`config.mk`:
```
export PLATFORM = sky130hd
export DESIGN_NAME = div_iter_unit
export DESIGN_NICKNAME = d
export VERILOG_FILES = /design/src/rtl/div_iter_unit.sv
export SDC_FILE = /design/constraint.sdc
export NUM_CORES = 1
export LEC_CHECK = 0
export ABC_AREA = 1
export BUFFER_PORTS_ARGS = -buffer_cell sky130_fd_sc_hd__buf_2
export CAP_MARGIN = 20
export CORE_MARGIN = 1.5
export CORE_UTILIZATION = 45
export CTS_CLUSTER_DIAMETER = 30
export DETAILED_ROUTE_END_ITERATION = 7
export GPL_TIMING_DRIVEN = 0
export PLACE_DENSITY = 0.66
export SETUP_SLACK_MARGIN = 0.5
export SLEW_MARGIN = 10
export SYNTH_ARGS = -nofsm -noshare
export SYNTH_HDL_FRONTEND = slang
export SYNTH_SLANG_ARGS = --single-unit
```
`constraint.sdc`:
```
create_clock -name clk -period 6.85 [get_ports clk]
set_input_delay 1.0275 -clock clk [delete_from_list [all_inputs] [get_ports clk]]
set_output_delay 1.0275 -clock clk [all_outputs]
set_load 0.02 [all_outputs]
```
`src/rtl/div_iter_unit.sv`:
```
// Multi-cycle radix-2 restoring divider (DIV/DIVU) for the execute stage; drives the ALU stall.
// Optional DIV_FAST_BYPASS_EN: finish in one cycle when b == 0 or |a| < |b|.
module div_iter_unit #(
    parameter int WIDTH = 32,
    parameter int CNT_W = 6
) (
    input  logic             clk,
    input  logic             resetn,
    input  logic             start,
    input  logic             is_signed,
    input  logic [WIDTH-1:0] a,
    input  logic [WIDTH-1:0] b,
    input  logic             hold,
    input  logic             flush,
    output logic             stall,
    output logic             valid,
    output logic [WIDTH-1:0] quotient,
    output logic [WIDTH-1:0] remainder
);

    localparam logic [1:0] IDLE = 2'd0;
    localparam logic [1:0] BUSY = 2'd1;
    localparam logic [1:0] DONE = 2'd2;

    logic [1:0]       state;
    logic [CNT_W-1:0] cnt;
    logic [WIDTH:0]   rem_r;
    logic [WIDTH-1:0] quo_r;
    logic [WIDTH-1:0] div_r;
    logic             q_neg;
    logic             r_neg;

    logic [WIDTH-1:0] a_mag;
    logic [WIDTH-1:0] b_mag;
    logic [WIDTH+1:0] diff;
    logic [WIDTH:0]   rem_nx;
    logic [WIDTH-1:0] quo_nx;
    logic             last;

    assign a_mag = (is_signed & a[WIDTH-1]) ? -a : a;
    assign b_mag = (is_signed & b[WIDTH-1]) ? -b : b;

    // stall is forced low while reset is asserted so the hazard unit never sees a stale stall
    assign stall = resetn & ~flush & (((state == IDLE) & start) | (state == BUSY));
    assign valid = (state == DONE);
    assign last  = (cnt == CNT_W'(WIDTH - 1));

`ifdef DIV_FAST_BYPASS_EN
    logic bypass;
    assign bypass = (b_mag == '0) | (a_mag < b_mag);
`endif

    // quo_r doubles as the dividend shift register; its MSB feeds the partial remainder
    always_comb begin
        diff   = {rem_r, quo_r[WIDTH-1]} - {2'b00, div_r};
        rem_nx = {rem_r[WIDTH-1:0], quo_r[WIDTH-1]};
        quo_nx = {quo_r[WIDTH-2:0], 1'b0};
        if (!diff[WIDTH+1]) begin
            rem_nx = diff[WIDTH:0];
            quo_nx = {quo_r[WIDTH-2:0], 1'b1};
        end
    end

    always_ff @(posedge clk or negedge resetn) begin
        if (!resetn) begin
            state     <= IDLE;
            cnt       <= '0;
            rem_r     <= '0;
            quo_r     <= '0;
            div_r     <= '0;
            q_neg     <= 1'b0;
            r_neg     <= 1'b0;
            quotient  <= '0;
            remainder <= '0;
        end else if (flush) begin
            state <= IDLE;
        end else begin
            case (state)
                IDLE: begin
                    if (start) begin
`ifdef DIV_FAST_BYPASS_EN
                        if (bypass) begin
                            state     <= DONE;
                            quotient  <= (b == '0) ? '1 : '0;
                            remainder <= a;
                        end else begin
`else
                        begin
`endif
                            state <= BUSY;
                            cnt   <= '0;
                            rem_r <= '0;
                            quo_r <= a_mag;
                            div_r <= b_mag;
                            // divide-by-zero keeps the raw all-ones quotient
                            q_neg <= is_signed & (a[WIDTH-1] ^ b[WIDTH-1]) & (b != '0);
                            r_neg <= is_signed & a[WIDTH-1];
                        end
                    end
                end
                BUSY: begin
                    cnt   <= cnt + CNT_W'(1);
                    rem_r <= rem_nx;
                    quo_r <= quo_nx;
                    if (last) begin
                        state     <= DONE;
                        quotient  <= q_neg ? -quo_nx : quo_nx;
                        remainder <= r_neg ? -rem_nx[WIDTH-1:0] : rem_nx[WIDTH-1:0];
                    end
                end
                DONE: begin
                    if (!hold) state <= IDLE;
                end
                default: state <= IDLE;
            endcase
        end
    end

endmodule

```
Word level (Yosys, flattened, before mapping)
Cells that the tools add are included.
- latch bits: 0
- word-level logic and storage cells: 56
- memories: 0
- bits in writable memories: 0
- output and inout port bits: 66
- flip-flop bits (word level): 171
- input bits: 70
- bits in read-only memories: 0
- muxes and demuxes: 17
- shift operators: 0
- add/sub/neg operators: 6
- $lt $le $gt $ge: 0
- $mul: 0
- eq/ne operators: 7
- bitwise operators: 10
- reductions and logical operators: 7
- divide/modulo/power cells: 0
- operators by type and width (cell ; count):
    2-to-1 mux 32 bit ; 5
    negation 32 bit ; 4
    2-to-1 mux 33 bit ; 2
    one-hot mux 33 bit (2 select lines) ; 1
    one-hot mux 32 bit (2 select lines) ; 1
    subtractor 34 x 32 -> 34 bit ; 1
    nonzero test 32 bit ; 1
    one-hot mux 6 bit (2 select lines) ; 1
    AND reduction 3 bit ; 4
    != test 3 bit, second input constant ; 3
    2-to-1 mux 2 bit ; 4
    bitwise AND 1 bit ; 7
    adder 6 x 1 -> 6 bit, second input constant ; 1
    equality test 6 x 5 -> 1 bit, second input constant ; 1
    2-to-1 mux 6 bit ; 1
    one-hot mux 2 bit (3 select lines) ; 1
    equality test 2 x 1 -> 1 bit, second input constant ; 1
    equality test 2 bit, second input constant ; 1
    zero test 2 bit ; 1
    != test 2 bit, second input constant ; 1
    nonzero test 2 bit ; 1
    2-to-1 mux 1 bit ; 1
    inverter 1 bit ; 1
    bitwise OR 1 bit ; 1
    XOR 1 bit ; 1

Logic depth before layout (Yosys ltp)
- depth after elaboration: 4
- depth in mapped cells: 28
- depth with buffers taken out: 27

Worst setup path before layout
Ideal clock, no wire load.
- path kind: register to register
- start point: register rem_r[3]
- end point: register quotient[30]
- period minus slack after synthesis: 3.501 ns
- stages on the path, launching flop included: 25
- path slack: 3.349 ns
- required time: 6.723 ns
- path buffers: 1
- data arrival time: 3.374 ns
- setup time: 0.127 ns
- cell sequence: dfrtp_1 > ha_1 > a21oi_1 > nand2_1 > nand2_1 > nand3_2 > nand2_2 > nand2_2 > nand2_4 > nand3_2 > nand2_4 > buf_4 > ha_1 > inv_1 > nor3_1 > nand3_1 > nor2_1 > nand2_1 > nor2_1 > nand3_1 > nand2_1 > o21ai_0 > a21oi_1 > xor2_1 > o21ai_0
- cells in the longest elaborated chain, start to end: 4
- ends and longest elaborated chain (item ; RTL line ; source):
    start: declaration ; 27 ; logic [WIDTH:0] rem_r;
    start signal: assignment ; 103 ; rem_r <= rem_nx;
    subtractor 34 x 32 -> 34 bit ; 55 ; diff = {rem_r, quo_r[WIDTH-1]} - {2'b00, div_r};
    2-to-1 mux 1 bit ; 58 ; if (!diff[WIDTH+1]) begin
    negation 32 bit ; 107 ; quotient <= q_neg ? -quo_nx : quo_nx;
    2-to-1 mux 32 bit ; 107 ;
    end signal: assignment ; 107 ;
    end: declaration ; 17 ; output logic [WIDTH-1:0] quotient,
No other way between the ends.
A chain may end at the register's enable or synchronous reset.

Worst setup path after layout
- start point: register rem_r[2]
- end point: register quotient[30]
Same word-level chain as after synthesis.

==> flow_metrics.env <==
export IMPL_status="completed"
export IMPL_synth_top_family_by_area="simple AND/OR/NAND/NOR gates"
export IMPL_cp_common_cell="nand2_1"
export IMPL_final_common_cell="nand2_1"
export IMPL_layout_min_cycle_time_ps=4590
export IMPL_design_area_sq_mm=0.0144
export IMPL_drive_above_1_share=0.125
export IMPL_start_kind="flip-flop"
export IMPL_period_share=0.670
export IMPL_cp_data_arrival_time_ps=4910
export IMPL_ys_async_sr_fraction=1.00
export IMPL_clkSinkCount=171
export IMPL_fin_nets=2116
export IMPL_most_common_layout_cells="nand2_1 (532), inv_1 (206), o21ai_0 (179), dfrtp_1 (171), nor2_1 (158)"
export IMPL_ys_types=52
export IMPL_antenna_found_initial=0
export IMPL_initialDrtViolationCount=859
export IMPL_placed_area_sq_mm=0.0138
export IMPL_gr_usage_met2=0.510
export IMPL_initial_utilization=0.455
export IMPL_hold_viol_final=0
export IMPL_grt_pass1_wl_mm=63.8
export IMPL_ant_nets=0
export IMPL_drcViolationCount=0
export IMPL_yosys_area_share_simple=0.325
export IMPL_relSlewSlack=0.458
export IMPL_die_w_um=170
export IMPL_critPathBufInv=3
export IMPL_synth_cells=1852
export IMPL_coreArea_sq_mm=0.0277
export IMPL_firstDrtPassIters=5
export IMPL_synth_compound_area_frac=0.147
export IMPL_place_gp_congestion=0.923
export IMPL_synth_xor_area_frac=0.0632
export IMPL_postCtsSetupBuffers=0
export IMPL_diodes=0
export IMPL_yosysSeqAreaShare=0.339
export IMPL_yosysWarnings=0
export IMPL_gr_total_overflow=0
export IMPL_avgSynthCellArea_sq_um=6.81
export IMPL_path_delay_family="simple AND/OR/NAND/NOR gates"
export IMPL_port_buffers=135
export IMPL_rsz0062_at_grt="false"
export IMPL_synthMuxAreaShare=0.000893
export IMPL_cts_buffer_depth=2
export IMPL_max_freq_mhz=218
export IMPL_ys_flop_type="dfrtp_1"
export IMPL_synth_seq_cells=171
export IMPL_syn_nets=1960
export IMPL_slew_viol_final=0
export IMPL_htreeDepth=4
export IMPL_cap_violations=0
export IMPL_finalSetupViolCount=0
export IMPL_hpwl_mm=32.2
export IMPL_cp_max_fo=10
export IMPL_grt_max_degree=100
export IMPL_worstMarginPinSlew_ps=810
export IMPL_crit_path_max_incr_delay_ps=450
export IMPL_slowest_stage="dfrtp_1"
export IMPL_path_clk_slew_ps=80
export IMPL_worst_hold_path_type="reg -> reg"
export IMPL_busiest_layer="met2"
export IMPL_hold_buffers=0
export IMPL_ctsResizeCount=0
export IMPL_wirelength_mm=40.2
export IMPL_wire_per_inst_um=16.8
export IMPL_cts_buffers=17
export IMPL_synthAdderAreaFrac=0.0383
export IMPL_synth_edf_count=0
export IMPL_setup_tns_ps=0
export IMPL_die_h_um=170
export IMPL_ios=136
export IMPL_grt_util_all_layers=0.284
export IMPL_via_per_inst=5.33
export IMPL_num_rows=61
export IMPL_grt_pass1_vias=12300
export IMPL_finClkSkew_ps=14.9
export IMPL_synth_area_sq_mm=0.0126
export IMPL_path_class="reg -> reg"
export IMPL_area_growth_synth_to_final_pct=14.4
export IMPL_cp_end_kind="flip-flop"
export IMPL_worstPathRequired_ps=7170
export IMPL_cts_tree="done"
export IMPL_clock_latency_ps=450
export IMPL_die_area_sq_mm=0.0290
export IMPL_grt_use_met3=0.0300
export IMPL_met1_usage=0.356
export IMPL_cts_root_buf="clkbuf_16"
export IMPL_via_count=12800
-- routing by layer --
| layer | vias to the layer above | wire length [um] |
|---|---|---|
| met3 | 70 | 1820 |
| met1 | 5984 | 17200 |
| met2 | 373 | 20000 |
| li1 | 6362 | - |
| met5 | - | 0 |
| met4 | 0 | 1190 |
-- synth_stat cells (19+ instances only) --
| cell type | number | area (sq um) |
|---|---|---|
| nand4_1 | 24 | 150 |
| xnor2_1 | 27 | 236 |
| dfrtp_1 | 171 | 4280 |
| o21ai_0 | 179 | 896 |
| nor2_1 | 158 | 593 |
| nand2_2 | 29 | 181 |
| inv_1 | 206 | 773 |
| o22ai_1 | 23 | 144 |
| nand3_1 | 130 | 651 |
| nor3_1 | 21 | 105 |
| nand2_1 | 532 | 2000 |
| xor2_1 | 64 | 561 |
| clkbuf_1 | 41 | 154 |
| a21oi_1 | 64 | 320 |
| ha_1 | 37 | 463 |
| o21ai_1 | 19 | 95.1 |
-- layout make-up --
type	count	area (sq um)
plain buffers	58	275
clock buffers	18	429
clock inverters	14	201
fillers	2832	13300
inverters	215	808
multi-input cells	1408	7250
flip-flops and latches	171	4280
well taps	378	473
repair buffers	137	718
-- sequential cells by signal (all words and copies together), names as in the netlist --
signal and flops:
div_r 32, remainder 32, r_neg 1, q_neg 1, quotient 32, cnt 6
state 2, quo_r 32, rem_r 33
-- through the flow --
step | util | std cells | worst slack (ps) | hold WS (ps)
global placement | 0.497 | 2365 | 1360 | 459
finish | 0.521 | 2399 | 2260 | 475
CTS | 0.521 | 2398 | 2340 | 481
detailed placement | 0.498 | 2366 | 2340 | 462
floorplan | - | 1852 | 3350 | 453
global route | 0.521 | 2399 | 1820 | 500
-- final timing paths --
check,from,end,slack (ps),cells past startpoint
max in group asynchronous,resetn,rem_r[19],5370,2
max,rem_r[2],quotient[30],2260,26
min in group asynchronous,resetn,div_r[29],540,1
min reg2reg,remainder[29],remainder[29],470,2
max reg2reg,rem_r[2],quotient[30],2260,26
min,remainder[29],remainder[29],470,2
-- cell families (layout without fill, tap and decap cells) --
| group | Yosys count | in the layout |
|---|---|---|
| adder cells (fa/ha/maj) | 38 | 38 |
| multiplexers | 1 | 1 |
| buffers and inverters | 273 | 442 |
| AND/OR/NAND/NOR | 943 | 943 |
| AO/OA/AOI/OAI | 335 | 335 |
| XOR/XNOR | 91 | 91 |
| flip-flops | 171 | 171 |
-- tightest hold or removal path: cells and delay by family, from the launching register on --
kind	cells	cell delay, ps
and+or+nand+nor	2	100
DFF	1	340
Power is not shown: default switching activity piles up to over one toggle a cycle in this logic, so the estimate is an artifact.
